<file path="src/rtl/mem_arb_pkg.sv">
// Shared constants for mem_arbiter: FSM encodings, channel-count limit and grant width helper.
package mem_arb_pkg;

  typedef logic [1:0] state_t;

  localparam state_t IDLE = 2'd0;
  localparam state_t BUSY = 2'd1;
  localparam state_t RESP = 2'd2;

  localparam int MAX_CH = 8;

  function automatic int grant_w(input int n);
    return (n > 1) ? $clog2(n) : 1;
  endfunction

endpackage

</file>
<file path="src/rtl/rr_pick.sv">
// Combinational picker: first set request at or above ptr_i, wrapping at N.
module rr_pick #(
  parameter int N = 2,
  parameter int W = 1
) (
  input  logic [N-1:0] req_i,
  input  logic [W-1:0] ptr_i,
  output logic [W-1:0] idx_o,
  output logic         valid_o
);

  logic [2*N-1:0] req2;
  logic [N-1:0]   rot;
  logic [W-1:0]   off;
  logic [W:0]     sum;

  always_comb begin
    req2 = {req_i, req_i} >> ptr_i;
    rot  = req2[N-1:0];
    off  = '0;
    // Descending scan so the smallest offset from the pointer wins.
    for (int k = N - 1; k >= 0; k--) begin
      if (rot[k]) off = W'(k);
    end
    sum = {1'b0, ptr_i} + {1'b0, off};
    if (sum >= (W+1)'(N)) sum = sum - (W+1)'(N);
    idx_o   = sum[W-1:0];
    valid_o = |req_i;
  end

endmodule

</file>
<file path="src/rtl/mem_arbiter.sv">
// Shares one block-organised memory port among NUM_CH cache channels (READ/WRITE/BUSYWAIT).
// Define MEM_ARB_RR_EN for round-robin selection; otherwise the lowest index wins.
module mem_arbiter
  import mem_arb_pkg::*;
#(
  parameter int NUM_CH = 2,
  parameter int ADDR_W = 6,
  parameter int DATA_W = 128
) (
  input  logic                     CLK,
  input  logic                     RESET_N,
  input  logic [NUM_CH-1:0]        CH_READ,
  input  logic [NUM_CH-1:0]        CH_WRITE,
  input  logic [NUM_CH*ADDR_W-1:0] CH_ADDRESS,
  input  logic [NUM_CH*DATA_W-1:0] CH_WRITEDATA,
  output logic [DATA_W-1:0]        CH_READDATA,
  output logic [NUM_CH-1:0]        CH_BUSYWAIT,
  output logic                     MEM_READ,
  output logic                     MEM_WRITE,
  output logic [ADDR_W-1:0]        MEM_ADDRESS,
  output logic [DATA_W-1:0]        MEM_WRITEDATA,
  input  logic [DATA_W-1:0]        MEM_READDATA,
  input  logic                     MEM_BUSYWAIT
);

  localparam int GW = grant_w(NUM_CH);

  if (NUM_CH < 2 || NUM_CH > MAX_CH) begin : g_bad_num_ch
    $error("mem_arbiter: NUM_CH out of range");
  end

  state_t            state_q, state_d;
  logic [GW-1:0]     grant_q, grant_d;
  logic [ADDR_W-1:0] addr_q, addr_d;
  logic [DATA_W-1:0] wdata_q, wdata_d;
  logic [DATA_W-1:0] rdata_q, rdata_d;
  logic              rd_q, rd_d;
  logic              wr_q, wr_d;

  logic [NUM_CH-1:0] req;
  logic [GW-1:0]     ptr;
  logic [GW-1:0]     pick_idx;
  logic              pick_valid;
  logic [ADDR_W-1:0] sel_addr;
  logic [DATA_W-1:0] sel_wdata;
  logic              sel_write;

  assign req = CH_READ | CH_WRITE;

`ifdef MEM_ARB_RR_EN
  logic [GW-1:0] ptr_q, ptr_d;
  assign ptr = ptr_q;
`else
  assign ptr = '0;
`endif

  rr_pick #(
    .N (NUM_CH),
    .W (GW)
  ) u_pick (
    .req_i   (req),
    .ptr_i   (ptr),
    .idx_o   (pick_idx),
    .valid_o (pick_valid)
  );

  always_comb begin
    sel_addr  = '0;
    sel_wdata = '0;
    sel_write = 1'b0;
    for (int i = 0; i < NUM_CH; i++) begin
      if (pick_idx == GW'(i)) begin
        sel_addr  = CH_ADDRESS[i*ADDR_W +: ADDR_W];
        sel_wdata = CH_WRITEDATA[i*DATA_W +: DATA_W];
        sel_write = CH_WRITE[i];
      end
    end
  end

  always_comb begin
    state_d = state_q;
    grant_d = grant_q;
    addr_d  = addr_q;
    wdata_d = wdata_q;
    rdata_d = rdata_q;
    rd_d    = rd_q;
    wr_d    = wr_q;
`ifdef MEM_ARB_RR_EN
    ptr_d   = ptr_q;
`endif
    case (state_q)
      IDLE: begin
        if (pick_valid) begin
          grant_d = pick_idx;
          addr_d  = sel_addr;
          wdata_d = sel_wdata;
          // A write outranks a simultaneous read on the same channel.
          wr_d    = sel_write;
          rd_d    = ~sel_write;
          state_d = BUSY;
`ifdef MEM_ARB_RR_EN
          ptr_d   = (pick_idx == GW'(NUM_CH - 1)) ? '0 : pick_idx + GW'(1);
`endif
        end
      end
      BUSY: begin
        if (!MEM_BUSYWAIT) begin
          if (rd_q) rdata_d = MEM_READDATA;
          rd_d    = 1'b0;
          wr_d    = 1'b0;
          state_d = RESP;
        end
      end
      RESP:    state_d = IDLE;
      default: state_d = IDLE;
    endcase
  end

  always_ff @(posedge CLK or negedge RESET_N) begin
    if (!RESET_N) begin
      state_q <= IDLE;
      grant_q <= '0;
      addr_q  <= '0;
      wdata_q <= '0;
      rdata_q <= '0;
      rd_q    <= 1'b0;
      wr_q    <= 1'b0;
`ifdef MEM_ARB_RR_EN
      ptr_q   <= '0;
`endif
    end else begin
      state_q <= state_d;
      grant_q <= grant_d;
      addr_q  <= addr_d;
      wdata_q <= wdata_d;
      rdata_q <= rdata_d;
      rd_q    <= rd_d;
      wr_q    <= wr_d;
`ifdef MEM_ARB_RR_EN
      ptr_q   <= ptr_d;
`endif
    end
  end

  // Stall is combinational on req so a fresh request is held off in its own cycle.
  for (genvar gi = 0; gi < NUM_CH; gi++) begin : g_busywait
    assign CH_BUSYWAIT[gi] = req[gi] & ~((state_q == RESP) && (grant_q == GW'(gi)));
  end

  assign CH_READDATA   = rdata_q;
  assign MEM_READ      = rd_q;
  assign MEM_WRITE     = wr_q;
  assign MEM_ADDRESS   = addr_q;
  assign MEM_WRITEDATA = wdata_q;

endmodule

</file>
<file path="config.mk">
export PLATFORM = sky130hd
export DESIGN_NAME = mem_arbiter
export DESIGN_NICKNAME = d
export VERILOG_FILES = /design/src/rtl/mem_arb_pkg.sv /design/src/rtl/rr_pick.sv /design/src/rtl/mem_arbiter.sv
export SDC_FILE = /design/constraint.sdc
export NUM_CORES = 1
export LEC_CHECK = 0
export CORE_AREA = 2 2 261 263
export CTS_CLUSTER_DIAMETER = 50
export DETAILED_ROUTE_END_ITERATION = 10
export DIE_AREA = 0 0 263 265
export GPL_TIMING_DRIVEN = 0
export SETUP_SLACK_MARGIN = 0.05
export SLEW_MARGIN = 20
export SYNTH_ARGS = -nofsm -noshare
export SYNTH_HDL_FRONTEND = slang
export SYNTH_SLANG_ARGS = --single-unit
</file>
<file path="constraint.sdc">
create_clock -name CLK -period 2.7 [get_ports CLK]
set_clock_uncertainty 0.2 [all_clocks]
set_input_delay 0.405 -clock CLK [delete_from_list [all_inputs] [get_ports CLK]]
set_output_delay 0.405 -clock CLK [all_outputs]
set_load 0.01 [all_outputs]
</file>
== Yosys cells after proc, flatten, opt, wreduce, memory -nomap -nowiden ==
Cells that the tools add are included.
W data, S select, Z words.
Word-level totals
  register bits after elaboration: 267
  output and inout bits: 266
Operators by class
  muxes and demuxes: 14
  $lt $le $gt $ge: 1
  reduce and logical (&&, ||, !) cells: 9
  add/sub/neg operators: 1
  bitwise logic cells: 8
  eq/ne operators: 4
Operators with widths (number)
  $mux W128: 1
  $mux W1: 7
  $mux W6: 1
  $reduce_and A3 Y1: 2
  $not A1 Y1: 5
  $mux W2: 2
  $ne A2 B2 Y1 const B: 2
  $pmux W1 S2: 2
  $pmux W2 S2: 1
  $reduce_and A2 Y1: 2
  $and A1 B1 Y1: 2
  $eq A2 B1 Y1 const B: 1
  $eq A2 B2 Y1 const B: 1
  $ge A1 B2 Y1 const B: 1
  $logic_and A1 B1 Y1: 2
  $logic_not A2 Y1: 1
  $or A2 B2 Y2: 1
  $reduce_bool A2 Y1: 1
  $reduce_or A2 Y1: 1
  $sub A1 B1 Y1 const B: 1

== Depth between registers and ports, before layout ==
Gate-level depths: netlist of the first run.
  depth in word-level cells: 9
  gate-level depth with buffers: 6
  depth with buffers taken out: 4

== Modules after synthesis ==
From an unflattened synthesis of the first run, not the netlist that was laid out.
Unflattened totals
  cells, all modules: 879
  area total of the unflattened synthesis: 11227.0 um^2
By module, submodules not included
  mem_arbiter: times used 1, cells each 875, area each 11208.2 um^2
  rr_pick: times used 1, cells each 4, area each 18.8 um^2

== Worst setup path before layout of the first run ==
OpenSTA, ideal clock, no wires.
  path kind: register to register
  start: register state_q[0]
  end: register wdata_q[44], in the netlist MEM_WRITEDATA[44]
  setup time: 0.123 ns
  path slack: 0.647 ns
  stages on the path, launching flop included: 7
  buffers on the path: 3
  period minus slack after synthesis: 2.053 ns
  arrival: 1.730 ns
  data required time: 2.377 ns
  cells stage by stage: dfrtp_1 or4_1 buf_6 buf_8 buf_6 or3_1 o221a_2
On the way
  cells in the longest elaborated chain, start to end: 2
Ends and longest elaborated chain
  from (decl): line mem_arbiter.sv:32  | state_t state_q, state_d;
  from (signal assigned): line mem_arbiter.sv:132  | state_q <= state_d;
  $logic_not A2 Y1: line mem_arbiter.sv:91  | case (state_q)
  $reduce_and A2 Y1 (no line)
  to (signal assigned): line mem_arbiter.sv:135  | wdata_q <= wdata_d;
  to (decl): line mem_arbiter.sv:35  | logic [DATA_W-1:0] wdata_q, wdata_d;
No other way between the ends.
A chain may end at the register's enable or synchronous reset.

== Worst setup path after layout of the first run ==
  start: register state_q[1]
  end: output CH_BUSYWAIT[0]
On the way
  cells in the longest elaborated chain, start to end: 4
Ends and longest elaborated chain
  $eq A2 B2 Y1: line mem_arbiter.sv:147  | assign CH_BUSYWAIT[gi] = req[gi] & ~((state_q == RESP) && (grant_q == GW'(gi)));
  $logic_and A1 B1 Y1: line mem_arbiter.sv:147
  $not A1 Y1: line mem_arbiter.sv:147
  $and A1 B1 Y1: line mem_arbiter.sv:147
  to (decl): line mem_arbiter.sv:17  | output logic [NUM_CH-1:0] CH_BUSYWAIT,
No other way between the ends.

==> summary.txt, run 1 <==
Routing
  • Met3 wire length: 4380 um
  • Met1 Wirelength: 20,100 um
  • Drc violations: 0
  • Highest Signal Layer: met5
  • Routed WL: 51,100 um
  • WL/cell: 21.6 um
  • Met2 wire len: 24,300 um
  • Pre-antenna DRT Iters: 5
  • Drt via density: 4.15
  • 1st-iter DRT viols: 475
  • Post-DRT Antenna Nets: 0
  • Total number of vias: just under 10k

Setup path
  • Critical path endpoint: CH_BUSYWAIT[0]
  • Worst reg2reg path depth: 5
  • Worst EP arrival: 1.88 ns
  • CP Launch Type: flop
  • CP startpoint: state_q[1]
  • Reg2Reg Setup Slack: 0.23 ns
  • CP endpoint kind: output port
  • Crit path max fanout: 6
  • Max incr delay on CP: 0.50 ns
  • CP max stage cell: clkdlybuf4s50_1
  • RR Startpoint: state_q[0]
  • Worst Path Required: ~2.1 ns
  • R2R Path End: MEM_WRITEDATA[62]
  • Crit Path Class: reg -> out
  • Worst path cell trace: inv_1 -> o31a_2 -> clkdlybuf4s50_1

Finish
  • Filler cells: 6,722
  • Fin util: 0.302
  • Final nets: between 1.5k and 2k
  • Final Cell Area: between 0.02 and 0.025 mm2
  • Fin cells: approximately 2.4k
  • Area growth, synth to finish: 83.5%
  • Share of cells above drive strength 1: 0.242

STA
  • Final setup fails: 0
  • Slew Limit Fails: 0
  • Final worst-path cycle share: 0.919
  • WHS: 0.274 ns
  • Least-Margin Pin Slew: approximately 1.1 ns
  • Max Clock Freq: 403 MHz
  • Slew headroom: 0.296
  • RSZ-0062 raised after global routing: no
  • Final Hold Vio Count: 0
  • Clock period minus worst slack: 2.48 ns
  • Setup ws final: 0.218 ns
  • Setup tns final: 0 ns

Global routing
  • Congestion Overflow GR: 0
  • Initial antenna violation count: 10
  • First-pass GRT wire length: between 70,000 and 80,000 um
  • Vias in the first global route: 10.8k
  • Largest net degree at the start of global routing: between 90 and 100
  • GRT Total Usage: 0.142

Yosys
  • Top FF cell, synth: dfrtp_1
  • Synth top cells by count: dfrtp_1, o221a_2, or3_1
  • Cell count after synthesis: 758
  • Adder-cell share of the synthesized area: 0
  • Compound-Gate Fraction of Synth Area: 0.142
  • Synth top area share: 0.607
  • XOR/XNOR Fraction of Synth Area: 0
  • #FFs+latches synth: approximately 270
  • Synth async-reset ratio: 1.00
  • Top cells by area, synth: dfrtp_1, o221a_2, mux2_2
  • Synth unique cells: 27
  • EDFF count, synth: 0
  • Top-count cell post-synth: dfrtp_1
  • Mapped Avg Cell Area: around 15 um2
  • Post-synthesis mux area share: 0.132
  • Largest family of logic cells by synthesized area: compound AO/OA/AOI/OAI gates
  • Sequential share of the synthesized area: 0.607
  • Syn_nets: 1,161
  • Post-Syn Area: 0.0110 mm2
  • Yosys top cell by area: dfrtp_1
  • Yosys warning count: 0
  • Synth Area in Simple Gates: 0.0824

Run status
  • Status: finished, final reports clean

CTS
  • CTS tree: built
  • Max clock buf depth: 3
  • Num CTS Buffers: 36
  • Clock transition at path regs: 0.06 ns
  • Root buf cell: clkbuf_16
  • Sinks on Clock Net: 267
  • Clk_lat worst skew: 0.53 ns
  • H-tree levels: 2

Floorplanning
  • CORE AREA: ~0.067 mm2
  • Initial Utilization: 0.165
  • Top-level I/O count: 669
  • Die Wd: 263 um
  • Die area: 0.0697 mm2
  • Rows: 95
  • Die Height: 265 um

Placed design
  • Gpl congestion: 0.836
  • Dpl hpwl: 40,300 um
  • Dpl cells: approximately 2.3k
  • Pre-CTS setup slack: -1.26 ns
  • Port Buffers: 668
  • DP Area: 0.0188 mm2

Min path
  • HP Class: in -> reg

Run
  • MaxCap Viol Count: 0

Power
  • Pwr dens: around 1100 mW/mm2
  • Leak: 7.70 nW
  • VDD IR max: 0.601 mV
  • Pwr Total: roughly 23 mW
## cell usage in the layout, fill, tap and decap left out, types with 2 or more instances in the layout
cell / Yosys / final
bufinv_16: 0 / 6
mux2_1: 12 / 12
mux2_2: 117 / 117
clkinv_2: 0 / 5
or3_1: 134 / 134
or2_2: 2 / 2
diode_2: 0 / 2
clkdlybuf4s50_1: 0 / 666
clkdlybuf4s15_2: 0 / 2
o221a_2: 134 / 134
dfrtp_1: 267 / 267
inv_6: 0 / 3
nor2_4: 0 / 2
buf_8: 1 / 2
clkbuf_8: 0 / 7
buf_6: 6 / 6
clkbuf_16: 0 / 37
inv_1: 4 / 4
buf_4: 13 / 15
clkbuf_1: 35 / 35
buf_16: 0 / 2
buf_2: 14 / 13
## state kept, by name, summed over array words and instances (netlist names)
register and flops:
state_q 2, CH_READDATA 128, grant_q 1, MEM_ADDRESS 6, MEM_READ 1, MEM_WRITEDATA 128, MEM_WRITE 1
## area by class of cell
cell class | count | area [um2] | share of cell area
clock buffer | 47 | 1030 | 0.0512
antenna | 2 | 5.00 | 0.000248
buffer | 70 | 408 | 0.0202
multi-input combinational | 416 | 3940 | 0.195
clock inverter | 17 | 259 | 0.0128
tap | 873 | 1090 | 0.0541
sequential | 267 | 6680 | 0.331
timing repair buffer | 672 | 6760 | 0.335
inverter | 4 | 15.0 | 0.000743
## metal layers
metal	GRT usage	vias to the layer above
li1	-	4370
met1	0.163	4807
met2	0.239	533
met3	0.0491	105
met4	0.0630	10
met5	0	-
## cells by family after synthesis
logic type,after synthesis
AO/OA/AOI/OAI,141
AND/OR/NAND/NOR,146
multiplexers,129
buffers and inverters,75
flip-flops,267
## where the power goes
group          switching (mW)  total, mW  internal [mW]
sequential               1.20       7.21           6.01
clock                    1.90       5.18           3.28
combinational            4.30       10.3           6.02
## worst max-delay path: cells and delay by family (launching register included)
| family | cells | cell delay (ns) |
|---|---|---|
| compound gates | 1 | 0.33 |
| flops | 1 | 0.43 |
| buf+inv | 2 | 0.59 |
## how the worst min path moves through the flow
stage                        to  cells past startpoint  slack [ns]         startpoint
2_1_floorplan    CH_READDATA[0]                      0       -0.09            RESET_N
3_3_place_gp   CH_READDATA[108]                      1        0.27   CH_READDATA[108]
3_5_place_dp   CH_READDATA[126]                      1        0.27   CH_READDATA[126]
4_1_cts        CH_READDATA[113]                      2        0.23  MEM_READDATA[113]
5_1_grt         CH_READDATA[61]                      2        0.25   MEM_READDATA[61]
6_report        CH_READDATA[64]                      2        0.27   MEM_READDATA[64]
## repair_timing
item,CTS,global route
pin swaps,1,0
hold buffers,1,0
cloned,0,0
setup endpoints to repair,161,57
setup buffers,1,0
endpoints found under the hold margin,88,0
gates resized for setup,12,1
Note: power is estimated with default switching activity, not from simulation.
==> run 2, diff against run 1 <==
--- a/config.mk
+++ b/config.mk
@@ -5,10 +5,11 @@
 export SDC_FILE = /design/constraint.sdc
 export NUM_CORES = 1
 export LEC_CHECK = 0
-export CORE_AREA = 2 2 261 263
+export CORE_AREA = 2 2 262 264
 export CTS_CLUSTER_DIAMETER = 50
 export DETAILED_ROUTE_END_ITERATION = 10
-export DIE_AREA = 0 0 263 265
+export DIE_AREA = 0 0 264 266
+export DONT_BUFFER_PORTS = 1
 export GPL_TIMING_DRIVEN = 0
 export SETUP_SLACK_MARGIN = 0.05
 export SLEW_MARGIN = 20
==> summary.txt, run 2 <==
Run status
  • Status: stopped before the end
  • Exit stage: clock tree synthesis
  • Run Error: [ERROR RSZ-0060] Max buffer count reached.

CTS
  • Root buf cell: clkbuf_16
  • Resized cells post-CTS: 7 (-5)
  • Max clock buf depth: 3 (unchanged)
  • H-tree levels: 1 (-1)
  • Cts hold-fix bufs: 339 (+338)
  • Sinks on Clock Net: 267 (unchanged)
  • Num CTS Buffers: 30 (-17%)
  • Post-CTS setup buffers: 0 (-1)

Yosys
  • Yosys top cell by area: dfrtp_1
  • EDFF count, synth: 0 (unchanged)
  • Post-Syn Area: 0.0110 mm2 (unchanged)
  • Synth top area share: 0.607 (unchanged)
  • Mapped Avg Cell Area: 14.5 um2 (unchanged)
  • Top-count cell post-synth: dfrtp_1
  • Syn_nets: 1,161 (unchanged)
  • Synth top cells by count: dfrtp_1, o221a_2, or3_1
  • Top FF cell, synth: dfrtp_1
  • #FFs+latches synth: 267 (unchanged)
  • Top cells by area, synth: dfrtp_1, o221a_2, mux2_2
  • Synth async-reset ratio: 1.00 (unchanged)
  • Synth unique cells: 27 (unchanged)
  • Cell count after synthesis: 758 (unchanged)
  • Sequential share of the synthesized area: 0.607 (unchanged)
  • Yosys warning count: 0 (unchanged)

Floorplanning
  • Die Height: 266 um (+0.38%)
  • Die Wd: 264 um (+0.38%)
  • Rows: 96 (+1.1%)
  • Top-level I/O count: 669 (unchanged)
  • Initial Utilization: 0.162 (-0.00229)

Placed design
  • Dpl hpwl: 33,700 um (-16%)
  • Gpl congestion: 0.908 (+8.6%)
  • Port Buffers: 0 (-100%)
run 2: cells by family after synthesis:
group	after synthesis	synth area share
compound gates	141	0.142
buf+inv	75	0.0367
simple gates	146	0.0824
mux	129	0.132
flops	267	0.607
run 2: per-stage QoR:
step	std cells	setup TNS [ns]	area, um2	hold WS (ns)	worst slack [ns]
floorplan	758	0	11000	-0.0906	0.647
global placement	1640	-46.82	12100	-0.0825	-0.825
detailed placement	1640	-32.90	12100	-0.0838	-0.828
==> run 3, diff against run 2 <==
--- a/config.mk
+++ b/config.mk
@@ -5,13 +5,12 @@
 export SDC_FILE = /design/constraint.sdc
 export NUM_CORES = 1
 export LEC_CHECK = 0
-export CORE_AREA = 2 2 262 264
-export CTS_CLUSTER_DIAMETER = 50
+export CORE_AREA = 2 2 260 262
 export DETAILED_ROUTE_END_ITERATION = 10
-export DIE_AREA = 0 0 264 266
+export DIE_AREA = 0 0 262 264
 export DONT_BUFFER_PORTS = 1
 export GPL_TIMING_DRIVEN = 0
-export SETUP_SLACK_MARGIN = 0.05
+export PLACE_DENSITY_LB_ADDON = 0.15
 export SLEW_MARGIN = 20
 export SYNTH_ARGS = -nofsm -noshare
 export SYNTH_HDL_FRONTEND = slang
==> summary.txt, run 3 <==
Yosys
  • Cell count after synthesis: 758 (unchanged)
  • Sequential share of the synthesized area: 0.607 (unchanged)
  • Mapped Avg Cell Area: 14.5 um2 (unchanged)
  • Top cells by area, synth: dfrtp_1, o221a_2, mux2_2
  • Post-Syn Area: 0.0110 mm2 (unchanged)
  • Top-count cell post-synth: dfrtp_1
  • EDFF count, synth: 0 (unchanged)
  • Syn_nets: 1,161 (unchanged)
  • Yosys warning count: 0 (unchanged)
  • Synth unique cells: 27 (unchanged)
  • Yosys top cell by area: dfrtp_1
  • Synth async-reset ratio: 1.00 (unchanged)
  • #FFs+latches synth: 267 (unchanged)
  • Synth top area share: 0.607 (unchanged)
  • Top FF cell, synth: dfrtp_1
  • Synth top cells by count: dfrtp_1, o221a_2, or3_1

CTS
  • Cts hold-fix bufs: 339 (unchanged)
  • Post-CTS setup buffers: 0 (unchanged)
  • Resized cells post-CTS: 8 (+1)
  • Max clock buf depth: 3 (unchanged)
  • Num CTS Buffers: 34 (+13%)
  • Root buf cell: clkbuf_16
  • H-tree levels: 2 (+1)
  • Sinks on Clock Net: 267 (unchanged)

Placed design
  • Port Buffers: 0 (unchanged)
  • DP Area: 0.0121 mm2 (-0.11%)
  • Gpl congestion: 0.740 (-19%)
  • Dpl hpwl: 33,900 um (+0.58%)
  • Pre-CTS setup slack: -0.642 ns (+0.187 ns)

Run status
  • Exit stage: clock tree synthesis
  • Status: stopped before the end
  • Run Error: [ERROR RSZ-0060] Max buffer count reached.

Floorplanning
  • Die Height: 264 um (-0.75%)
  • Rows: 95 (-1.0%)
  • Initial Utilization: 0.165 (+0.00288)
  • Die Wd: 262 um (-0.76%)
  • Top-level I/O count: 669 (unchanged)
==> run 3: cell counts after synthesis <==
No cell type changed its count.
==> run 3: kinds of logic after synthesis <==
group                  Yosys count  share of synthesized area
AO/OA/AOI/OAI                  141                      0.142
buffers and inverters           75                     0.0367
flip-flops                     267                      0.607
multiplexers                   129                      0.132
AND/OR/NAND/NOR                146                     0.0824
==> run 3: per-stage QoR <==
step           cells  TNS [ns]
2_1_floorplan    758         0
3_3_place_gp    1631    -22.63
3_5_place_dp    1631    -19.06
